<file path="config.mk">
export PLATFORM = sky130hd
export DESIGN_NAME = axil_read_arbiter_flat
export DESIGN_NICKNAME = d
export VERILOG_FILES = /design/src/rtl/axil_read_arbiter_if.sv /design/src/rtl/axil_read_arbiter.sv /design/src/flat_wrapper.sv
export SDC_FILE = /design/constraint.sdc
export NUM_CORES = 1
export LEC_CHECK = 0
export BUFFER_PORTS_ARGS = -buffer_cell sky130_fd_sc_hd__buf_2
export CAP_MARGIN = 30
export CORE_AREA = 2 2 80 82
export DETAILED_ROUTE_END_ITERATION = 7
export DIE_AREA = 0 0 82 84
export PLACE_DENSITY = 0.83
export SYNTH_ARGS = -nofsm -noshare
export SYNTH_HDL_FRONTEND = slang
export SYNTH_SLANG_ARGS = --single-unit
</file>
<file path="constraint.sdc">
create_clock -name clk -period 2.6 [get_ports clk]
set_clock_uncertainty 0.15 [all_clocks]
set_input_delay 0.26 -clock clk [delete_from_list [all_inputs] [get_ports clk]]
set_output_delay 0.26 -clock clk [all_outputs]
set_load 0.02 [all_outputs]
</file>
<file path="src/rtl/axil_read_arbiter_if.sv">
// ---------------------------------------------------------------------------
// axil_read_arbiter_if
// AXI-lite read-channel bundle (AR + R) used on both sides of the read
// arbiter.
//   araddr  : read address            (master -> slave)
//   arvalid : address valid           (master -> slave)
//   arready : address accepted        (slave  -> master)
//   rdata   : read data               (slave  -> master)
//   rvalid  : read data valid         (slave  -> master)
//   rready  : read data accepted      (master -> slave)
// ---------------------------------------------------------------------------
interface axil_read_arbiter_if #(
  parameter int ADDR_WIDTH = 32,
  parameter int DATA_WIDTH = 32
) ();

  logic [ADDR_WIDTH-1:0] araddr;
  logic                  arvalid;
  logic                  arready;
  logic [DATA_WIDTH-1:0] rdata;
  logic                  rvalid;
  logic                  rready;

  modport master (
    output araddr, arvalid, rready,
    input  arready, rdata, rvalid
  );

  modport slave (
    input  araddr, arvalid, rready,
    output arready, rdata, rvalid
  );

endinterface

</file>
<file path="src/rtl/axil_read_arbiter.sv">
// ---------------------------------------------------------------------------
// axil_read_arbiter
// Shares the single AXI-lite read channel of main RAM between instruction
// fetch (port 0) and data load (port 1). One transaction is outstanding at a
// time: the winner's address is captured, replayed to RAM, and the RAM
// response is passed straight back to the granted port.
//   clk   : clock
//   rst   : asynchronous active-low reset
//   s0    : requester port 0 (fetch), slave side of the arbiter
//   s1    : requester port 1 (load), slave side of the arbiter
//   m     : master side towards the main RAM read slave
//   grant : index of the current or last granted port
//   busy  : a transaction is in flight (ADDR or DATA)
// ---------------------------------------------------------------------------
module axil_read_arbiter #(
  parameter int DATA_WIDTH = 32,
  parameter int ADDR_WIDTH = 32,
  parameter int FIXED_PRIO = 0
) (
  input  logic                clk,
  input  logic                rst,
  axil_read_arbiter_if.slave  s0,
  axil_read_arbiter_if.slave  s1,
  axil_read_arbiter_if.master m,
  output logic                grant,
  output logic                busy
);

  typedef enum logic [1:0] {
    IDLE = 2'd0,
    ADDR = 2'd1,
    DATA = 2'd2
  } state_t;

  state_t                state_r;
  state_t                state_s;
  logic [ADDR_WIDTH-1:0] addr_r;
  logic                  grant_r;
  logic                  last_grant_r;
  logic                  req_s;
  logic                  winner_s;
  logic                  ar_hs_s;
  logic                  sel_rready_s;
  logic                  r_hs_s;

  // Arbitration: pick the port that gets the AR slot while idle.
  always_comb begin
    req_s    = s0.arvalid | s1.arvalid;
    winner_s = 1'b0;
    if (s0.arvalid && s1.arvalid) begin
      if (FIXED_PRIO != 0) begin
        winner_s = 1'b0;
      end else begin
        winner_s = ~last_grant_r;
      end
    end else if (s1.arvalid) begin
      winner_s = 1'b1;
    end else begin
      winner_s = 1'b0;
    end
  end

  // Handshake qualifiers. rst gates the AR accept so nothing is acknowledged
  // while reset is held.
  always_comb begin
    ar_hs_s      = (state_r == IDLE) && req_s && rst;
    sel_rready_s = grant_r ? s1.rready : s0.rready;
    r_hs_s       = (state_r == DATA) && m.rvalid && sel_rready_s;
  end

  // Next-state logic.
  always_comb begin
    state_s = state_r;
    case (state_r)
      IDLE: begin
        if (ar_hs_s) begin
          state_s = ADDR;
        end else begin
          state_s = IDLE;
        end
      end
      ADDR: begin
        if (m.arready) begin
          state_s = DATA;
        end else begin
          state_s = ADDR;
        end
      end
      DATA: begin
        if (r_hs_s) begin
          state_s = IDLE;
        end else begin
          state_s = DATA;
        end
      end
      default: state_s = IDLE;
    endcase
  end

  // Channel outputs: AR accept in IDLE, RAM request in ADDR, R routing in DATA.
  always_comb begin
    s0.arready = 1'b0;
    s1.arready = 1'b0;
    s0.rvalid  = 1'b0;
    s1.rvalid  = 1'b0;
    s0.rdata   = {DATA_WIDTH{1'b0}};
    s1.rdata   = {DATA_WIDTH{1'b0}};
    m.arvalid  = 1'b0;
    m.rready   = 1'b0;
    m.araddr   = addr_r;
    case (state_r)
      IDLE: begin
        if (rst) begin
          s0.arready = req_s & ~winner_s;
          s1.arready = req_s & winner_s;
        end else begin
          s0.arready = 1'b0;
          s1.arready = 1'b0;
        end
      end
      ADDR: begin
        m.arvalid = 1'b1;
      end
      DATA: begin
        m.rready = sel_rready_s;
        if (grant_r) begin
          s1.rvalid = m.rvalid;
          s1.rdata  = m.rdata;
        end else begin
          s0.rvalid = m.rvalid;
          s0.rdata  = m.rdata;
        end
      end
      default: m.arvalid = 1'b0;
    endcase
  end

  // State register.
  always_ff @(posedge clk or negedge rst) begin
    if (!rst) begin
      state_r <= IDLE;
    end else begin
      state_r <= state_s;
    end
  end

  // Captured address and grant history; last_grant starts at 1 so port 0
  // wins the first contended round.
  always_ff @(posedge clk or negedge rst) begin
    if (!rst) begin
      addr_r       <= {ADDR_WIDTH{1'b0}};
      grant_r      <= 1'b0;
      last_grant_r <= 1'b1;
    end else begin
      if (ar_hs_s) begin
        addr_r  <= winner_s ? s1.araddr : s0.araddr;
        grant_r <= winner_s;
      end
      if (r_hs_s) begin
        last_grant_r <= grant_r;
      end
    end
  end

  assign grant = grant_r;
  assign busy  = (state_r != IDLE);

endmodule

</file>
<file path="src/flat_wrapper.sv">
// flat-port wrapper written by rule: the top's interface ports become plain ports
module axil_read_arbiter_flat 
#(
  parameter int DATA_WIDTH = 32,
  parameter int ADDR_WIDTH = 32,
  parameter int FIXED_PRIO = 0
)
  (clk, rst, grant, busy, s0_araddr, s0_arvalid, s0_rready, s0_arready, s0_rdata, s0_rvalid, s1_araddr, s1_arvalid, s1_rready, s1_arready, s1_rdata, s1_rvalid, m_araddr, m_arvalid, m_rready, m_arready, m_rdata, m_rvalid);
  axil_read_arbiter_if #(.ADDR_WIDTH(ADDR_WIDTH), .DATA_WIDTH(DATA_WIDTH)) s0_i ();
  axil_read_arbiter_if #(.ADDR_WIDTH(ADDR_WIDTH), .DATA_WIDTH(DATA_WIDTH)) s1_i ();
  axil_read_arbiter_if #(.ADDR_WIDTH(ADDR_WIDTH), .DATA_WIDTH(DATA_WIDTH)) m_i ();
  input  logic clk;
  input  logic rst;
  output logic grant;
  output logic busy;
  input wire logic [$bits(s0_i.araddr)-1:0] s0_araddr;
  input wire logic [$bits(s0_i.arvalid)-1:0] s0_arvalid;
  input wire logic [$bits(s0_i.rready)-1:0] s0_rready;
  output wire logic [$bits(s0_i.arready)-1:0] s0_arready;
  output wire logic [$bits(s0_i.rdata)-1:0] s0_rdata;
  output wire logic [$bits(s0_i.rvalid)-1:0] s0_rvalid;
  input wire logic [$bits(s1_i.araddr)-1:0] s1_araddr;
  input wire logic [$bits(s1_i.arvalid)-1:0] s1_arvalid;
  input wire logic [$bits(s1_i.rready)-1:0] s1_rready;
  output wire logic [$bits(s1_i.arready)-1:0] s1_arready;
  output wire logic [$bits(s1_i.rdata)-1:0] s1_rdata;
  output wire logic [$bits(s1_i.rvalid)-1:0] s1_rvalid;
  output wire logic [$bits(m_i.araddr)-1:0] m_araddr;
  output wire logic [$bits(m_i.arvalid)-1:0] m_arvalid;
  output wire logic [$bits(m_i.rready)-1:0] m_rready;
  input wire logic [$bits(m_i.arready)-1:0] m_arready;
  input wire logic [$bits(m_i.rdata)-1:0] m_rdata;
  input wire logic [$bits(m_i.rvalid)-1:0] m_rvalid;
  assign s0_i.araddr = s0_araddr;
  assign s0_i.arvalid = s0_arvalid;
  assign s0_i.rready = s0_rready;
  assign s0_arready = s0_i.arready;
  assign s0_rdata = s0_i.rdata;
  assign s0_rvalid = s0_i.rvalid;
  assign s1_i.araddr = s1_araddr;
  assign s1_i.arvalid = s1_arvalid;
  assign s1_i.rready = s1_rready;
  assign s1_arready = s1_i.arready;
  assign s1_rdata = s1_i.rdata;
  assign s1_rvalid = s1_i.rvalid;
  assign m_araddr = m_i.araddr;
  assign m_arvalid = m_i.arvalid;
  assign m_rready = m_i.rready;
  assign m_i.arready = m_arready;
  assign m_i.rdata = m_rdata;
  assign m_i.rvalid = m_rvalid;
  axil_read_arbiter #(.DATA_WIDTH(DATA_WIDTH), .ADDR_WIDTH(ADDR_WIDTH), .FIXED_PRIO(FIXED_PRIO)) u_core (.clk(clk), .rst(rst), .s0(s0_i), .s1(s1_i), .m(m_i), .grant(grant), .busy(busy));
endmodule
</file>
; ---- Yosys cells after proc, flatten, opt, wreduce, memory -nomap -nowiden
; Index checks and enable logic that the tools add are counted.
[totals]
ff_bits = 36
out_inout_bits = 104
inputBits = 104
word_cells = 40
[classes]
n_bitwise = 5
reduce_logical = 7
muxes = 22
n_eq_ne = 2
[ops]
columns = op, count
row1 = $mux W32, 5
row2 = $mux W1, 14
row3 = $pmux W2 S3, 1
row4 = $logic_and A1 B1 Y1, 5
row5 = $mux W2, 2
row6 = $and A1 B1 Y1, 2
row7 = $eq A2 B1 Y1 const B, 1
row8 = $eq A2 B2 Y1 const B, 1
row9 = $logic_not A2 Y1, 1
row10 = $not A1 Y1, 2
row11 = $reduce_bool A2 Y1, 1
row12 = $or A1 B1 Y1, 1

; ---- Longest topological paths before layout
[logic_depth]
ltp_word = 6
mapped_depth = 5
depth_no_buf = 3

; ---- Least setup slack after synthesis
; Ideal clock, no wire load.
[synth_path]
kind = flip-flop to flip-flop
from = reg u_core.state_r[1]
to = reg u_core.addr_r[10] (netlist: u_core.m.araddr[10])
arrival_time_ns = 1.506
period_less_slack_ns = 1.778
n_path_buf = 2
setup_time_ns = 0.123
path_stages_with_launch = 6
required_time_ns = 2.327
setup_slack_ns = 0.822
path_cell_list = dfrtp_1 or3b_1 buf_6 clkbuf_2 or3_1 o221a_2
[synth_via]
elab_chain_len = 3
[synth_lines]
columns = element, line_no
row1 = start: declaration, axil_read_arbiter.sv:35  ; state_t state_r;
row2 = start signal: assignment, axil_read_arbiter.sv:143  ; state_r <= state_s;
row3 = $logic_not A2 Y1, axil_read_arbiter.sv:66  ; ar_hs_s = (state_r == IDLE) && req_s && rst;
row4 = $logic_and A1 B1 Y1 (2 in a row), axil_read_arbiter.sv:66
row5 = end signal: assignment, axil_read_arbiter.sv:151  ; addr_r <= {ADDR_WIDTH{1'b0}};
row6 = end signal: assignment, axil_read_arbiter.sv:156  ; addr_r <= winner_s ? s1.araddr : s0.araddr;
row7 = end: declaration, axil_read_arbiter.sv:37  ; logic [ADDR_WIDTH-1:0] addr_r;
; No other way between the ends.
; A chain may end at the register's enable or synchronous reset.

; ---- Worst setup path in the final report
[layout_path]
from = in rst
to = out s1_arready
[layout_via]
elab_chain_len = 2
[layout_lines]
columns = element, line_no
row1 = start: declaration, flat_wrapper.sv:13  ; input logic rst;
row2 = $mux W1, axil_read_arbiter.sv:113  ; if (rst) begin
row3 = $mux W1, axil_read_arbiter.sv:111  ; case (state_r)
row4 = end: declaration, flat_wrapper.sv:25  ; output wire logic [$bits(s1_i.arready)-1:0] s1_arready;
; No other way between the ends.

==> run_summary.xml <==
<?xml version="1.0" encoding="UTF-8"?>
<metrics>
  <group name="status">
    <metric name="run_status" unit="">finished, final reports clean</metric>
  </group>
  <group name="cts">
    <metric name="ctsHtreeMaxLevel" unit="">2</metric>
    <metric name="clock_insertion_delay_worst_skew" unit="ps">290</metric>
    <metric name="cts-root-buf" unit="">clkbuf_8</metric>
    <metric name="path_clk_slew" unit="ps">70</metric>
    <metric name="ctsLongestPathBuffers" unit="">2</metric>
    <metric name="clock_sinks" unit="">36</metric>
    <metric name="tritoncts" unit="">yes</metric>
    <metric name="postCtsResizedCells" unit="">0</metric>
    <metric name="post_cts_buffers" unit="">0</metric>
    <metric name="cts-buffers-inserted" unit="">5</metric>
  </group>
  <group name="run">
    <metric name="max_cap_viol_count" unit="">0</metric>
  </group>
  <group name="worst_setup_path">
    <metric name="worstPathRequired" unit="ps">2190</metric>
    <metric name="timing.critical_path.arrival" unit="ps">1950</metric>
    <metric name="timing.reg2reg.setup_slack" unit="ps">680</metric>
    <metric name="end_kind" unit="">output pin</metric>
    <metric name="timing.setup.critical_path_class" unit="">input pin to output pin</metric>
    <metric name="crit_path_max_fanout" unit="">33</metric>
    <metric name="timing.critical_path.from_type" unit="">input pin</metric>
  </group>
  <group name="grt">
    <metric name="globalRouteOverflowTotal" unit="">0</metric>
    <metric name="grt.met1_usage" unit="">0.212</metric>
    <metric name="first_pass_grt_wire_length" unit="µm">10500</metric>
    <metric name="number_of_antenna_violations_at_the_first_check_in_global_routing" unit="">0</metric>
    <metric name="grt_max_degree" unit="">37</metric>
    <metric name="globalRouteMet3Util" unit="">0.0390</metric>
    <metric name="grt_most_used_layer" unit="">met2</metric>
    <metric name="grt_pass1_vias" unit="">2271</metric>
    <metric name="met2_usage" unit="">0.369</metric>
    <metric name="grtUsageTotal" unit="">0.195</metric>
  </group>
  <group name="cells_and_area">
    <metric name="final_net_count" unit="">515</metric>
    <metric name="post-route-util" unit="">0.543</metric>
    <metric name="fraction_of_layout_cells_with_a_size_suffix_above_1" unit="">0.626</metric>
    <metric name="layout.cells.most_common" unit="">buf_2</metric>
    <metric name="area.growth.synth_to_final" unit="%">55.6</metric>
    <metric name="antenna_cells" unit="">0</metric>
    <metric name="final_cell_mix" unit="">207 x buf_2, 66 x and2_1, 35 x dfrtp_1</metric>
  </group>
  <group name="synth">
    <metric name="total_of_flip_flops_plus_latches_after_synthesis" unit="">36</metric>
    <metric name="synth_cell_types" unit="">25</metric>
    <metric name="synthTopCellsByArea" unit="">dfrtp_1 41%, and2_1 19%, o221a_2 17%</metric>
    <metric name="syn-cell-area" unit="µm²">2130</metric>
    <metric name="netlist.top_cell.by_area" unit="">dfrtp_1</metric>
    <metric name="synth_top_cell_area_share" unit="">0.412</metric>
    <metric name="syn-num-nets" unit="">313</metric>
    <metric name="register_area_share_after_synthesis" unit="">0.424</metric>
    <metric name="post_synth.cell_area_avg" unit="µm²">10.2</metric>
    <metric name="synth_warnings" unit="">0</metric>
    <metric name="netlist_instances" unit="">209</metric>
  </group>
  <group name="timing">
    <metric name="worst-slew-pin-transition" unit="ps">490</metric>
    <metric name="timing_hold_violations_final" unit="">0</metric>
    <metric name="fmax" unit="MHz">424</metric>
    <metric name="period_share" unit="">0.906</metric>
    <metric name="rsz0062_at_grt" unit="">no</metric>
    <metric name="finalCriticalPeriod" unit="ps">2360</metric>
    <metric name="maxSlewViolCount" unit="">0</metric>
    <metric name="finalSetupTns" unit="ps">0</metric>
    <metric name="holdWs" unit="ps">51.1</metric>
    <metric name="post-route-worst-setup-slack" unit="ps">243</metric>
    <metric name="final-setup-viol-count" unit="">0</metric>
    <metric name="worst_slew_margin_rel" unit="">0.673</metric>
  </group>
  <group name="pwr">
    <metric name="p_total" unit="µW">3250</metric>
    <metric name="power.static_leakage" unit="µW">0.00178</metric>
    <metric name="ir_worst_vdd" unit="mV">0.438</metric>
    <metric name="power-per-cell-area" unit="nW/µm²">981</metric>
  </group>
  <group name="routing">
    <metric name="drt-total-wl" unit="µm">6980</metric>
    <metric name="drc_errors" unit="">0</metric>
    <metric name="detailedRoute.firstPassIterationCount" unit="">4</metric>
    <metric name="route.antenna.remaining_nets" unit="">0</metric>
    <metric name="drt_first_iter_violations" unit="">67</metric>
    <metric name="wl_per_cell" unit="µm">14.3</metric>
    <metric name="route.vias.total" unit="">2404</metric>
    <metric name="routed_via_density" unit="">4.92</metric>
  </group>
  <group name="place">
    <metric name="place_congestion" unit="">0.799</metric>
    <metric name="post-dp-hpwl" unit="µm">5450</metric>
    <metric name="port_buffers" unit="">207</metric>
    <metric name="place_worst_setup_slack" unit="ps">693</metric>
  </group>
  <group name="die">
    <metric name="floorplan.rows" unit="">29</metric>
    <metric name="start_util" unit="">0.349</metric>
    <metric name="io_pins" unit="">208</metric>
    <metric name="die_width" unit="µm">82</metric>
    <metric name="die-area" unit="µm²">6890</metric>
    <metric name="floorplan.core_area" unit="µm²">6100</metric>
    <metric name="die_height" unit="µm">84</metric>
  </group>
  <group name="worst_hold_path">
    <metric name="hold_path.class" unit="">input pin to flip-flop</metric>
  </group>
</metrics>
-- area by class of cell --
class	count	area [µm²]
clock buffers	5	68.8
clock inverters	3	18.8
fillers	542	2790
inverters	2	7.51
multi-input cells	152	1130
flip-flops and latches	36	902
well taps	77	96.3
repair buffers	214	1090
-- synth_stat cells (all sizes together) --
cell type	number
nand2b	1
mux2	1
or3b	1
nand3	1
dfstp	1
inv	2
o22ai	1
o221a	32
dfrtp	35
nor3b	2
clkbuf	14
or2b	1
a21bo	1
o2bb2ai	1
and2	66
buf	5
nor2	6
mux2i	1
nor2b	3
or3	32
a2bb2oi	1
or2	1
-- state kept, by name, summed over array words and instances, names as in the netlist --
name / flops
u_core.m.araddr: 32
u_core.state_r: 2
u_core.last_grant_r: 1
u_core.grant: 1
-- worst paths after layout --
path / start / endpoint / cells past startpoint
setup / recovery: rst / s1_arready / 6
hold / removal: m_arready / u_core.state_r[1] / 2
min in group asynchronous: rst / u_core.m.araddr[22] / 3
max in group asynchronous: rst / u_core.last_grant_r / 3
setup reg to reg: u_core.state_r[1] / u_core.m.araddr[24] / 4
hold reg to reg: u_core.state_r[1] / u_core.state_r[0] / 1
-- kinds of logic after synthesis --
logic type,share of synthesized area
AO/OA/AOI/OAI,0.185
AND/OR/NAND/NOR,0.334
buffers and inverters,0.0470
flip-flops,0.424
multiplexers,0.00999
-- where the power goes --
part	internal (µW)	leakage [µW]	switching, µW
Clock	187	0.0000479	212
Combinational	790	0.00133	1070
Sequential	833	0.000397	159
Total	1810	0.00178	1440
-- worst max-delay path: stages --
cell and delay [ps]:
dlygate4sd3_1 550, buf_2 140, or3b_1 430, buf_4 250, nor2_1 130, buf_2 180
-- routing by layer --
layer,share of wire,vias to the layer above,wire [µm]
li1,-,1155,-
met1,0.39,1117,2710
met2,0.51,126,3560
met3,0.091,6,632
met4,0.010,0,72
met5,0,-,0
-- what timing repair did --
item                       in CTS  in global routing
setup endpoints to repair       0                  0
hold endpoints to repair       35                  0
hold buffers                    1                  0
-- per-stage QoR --
stage | cell area [µm²] | std cells
after floorplan | 2130 | 209
after global placement | 3210 | 480
after detailed placement | 3210 | 480
after CTS | 3310 | 489
after global routing | 3310 | 489
final | 3310 | 489
(Power assumes the default switching activity.)
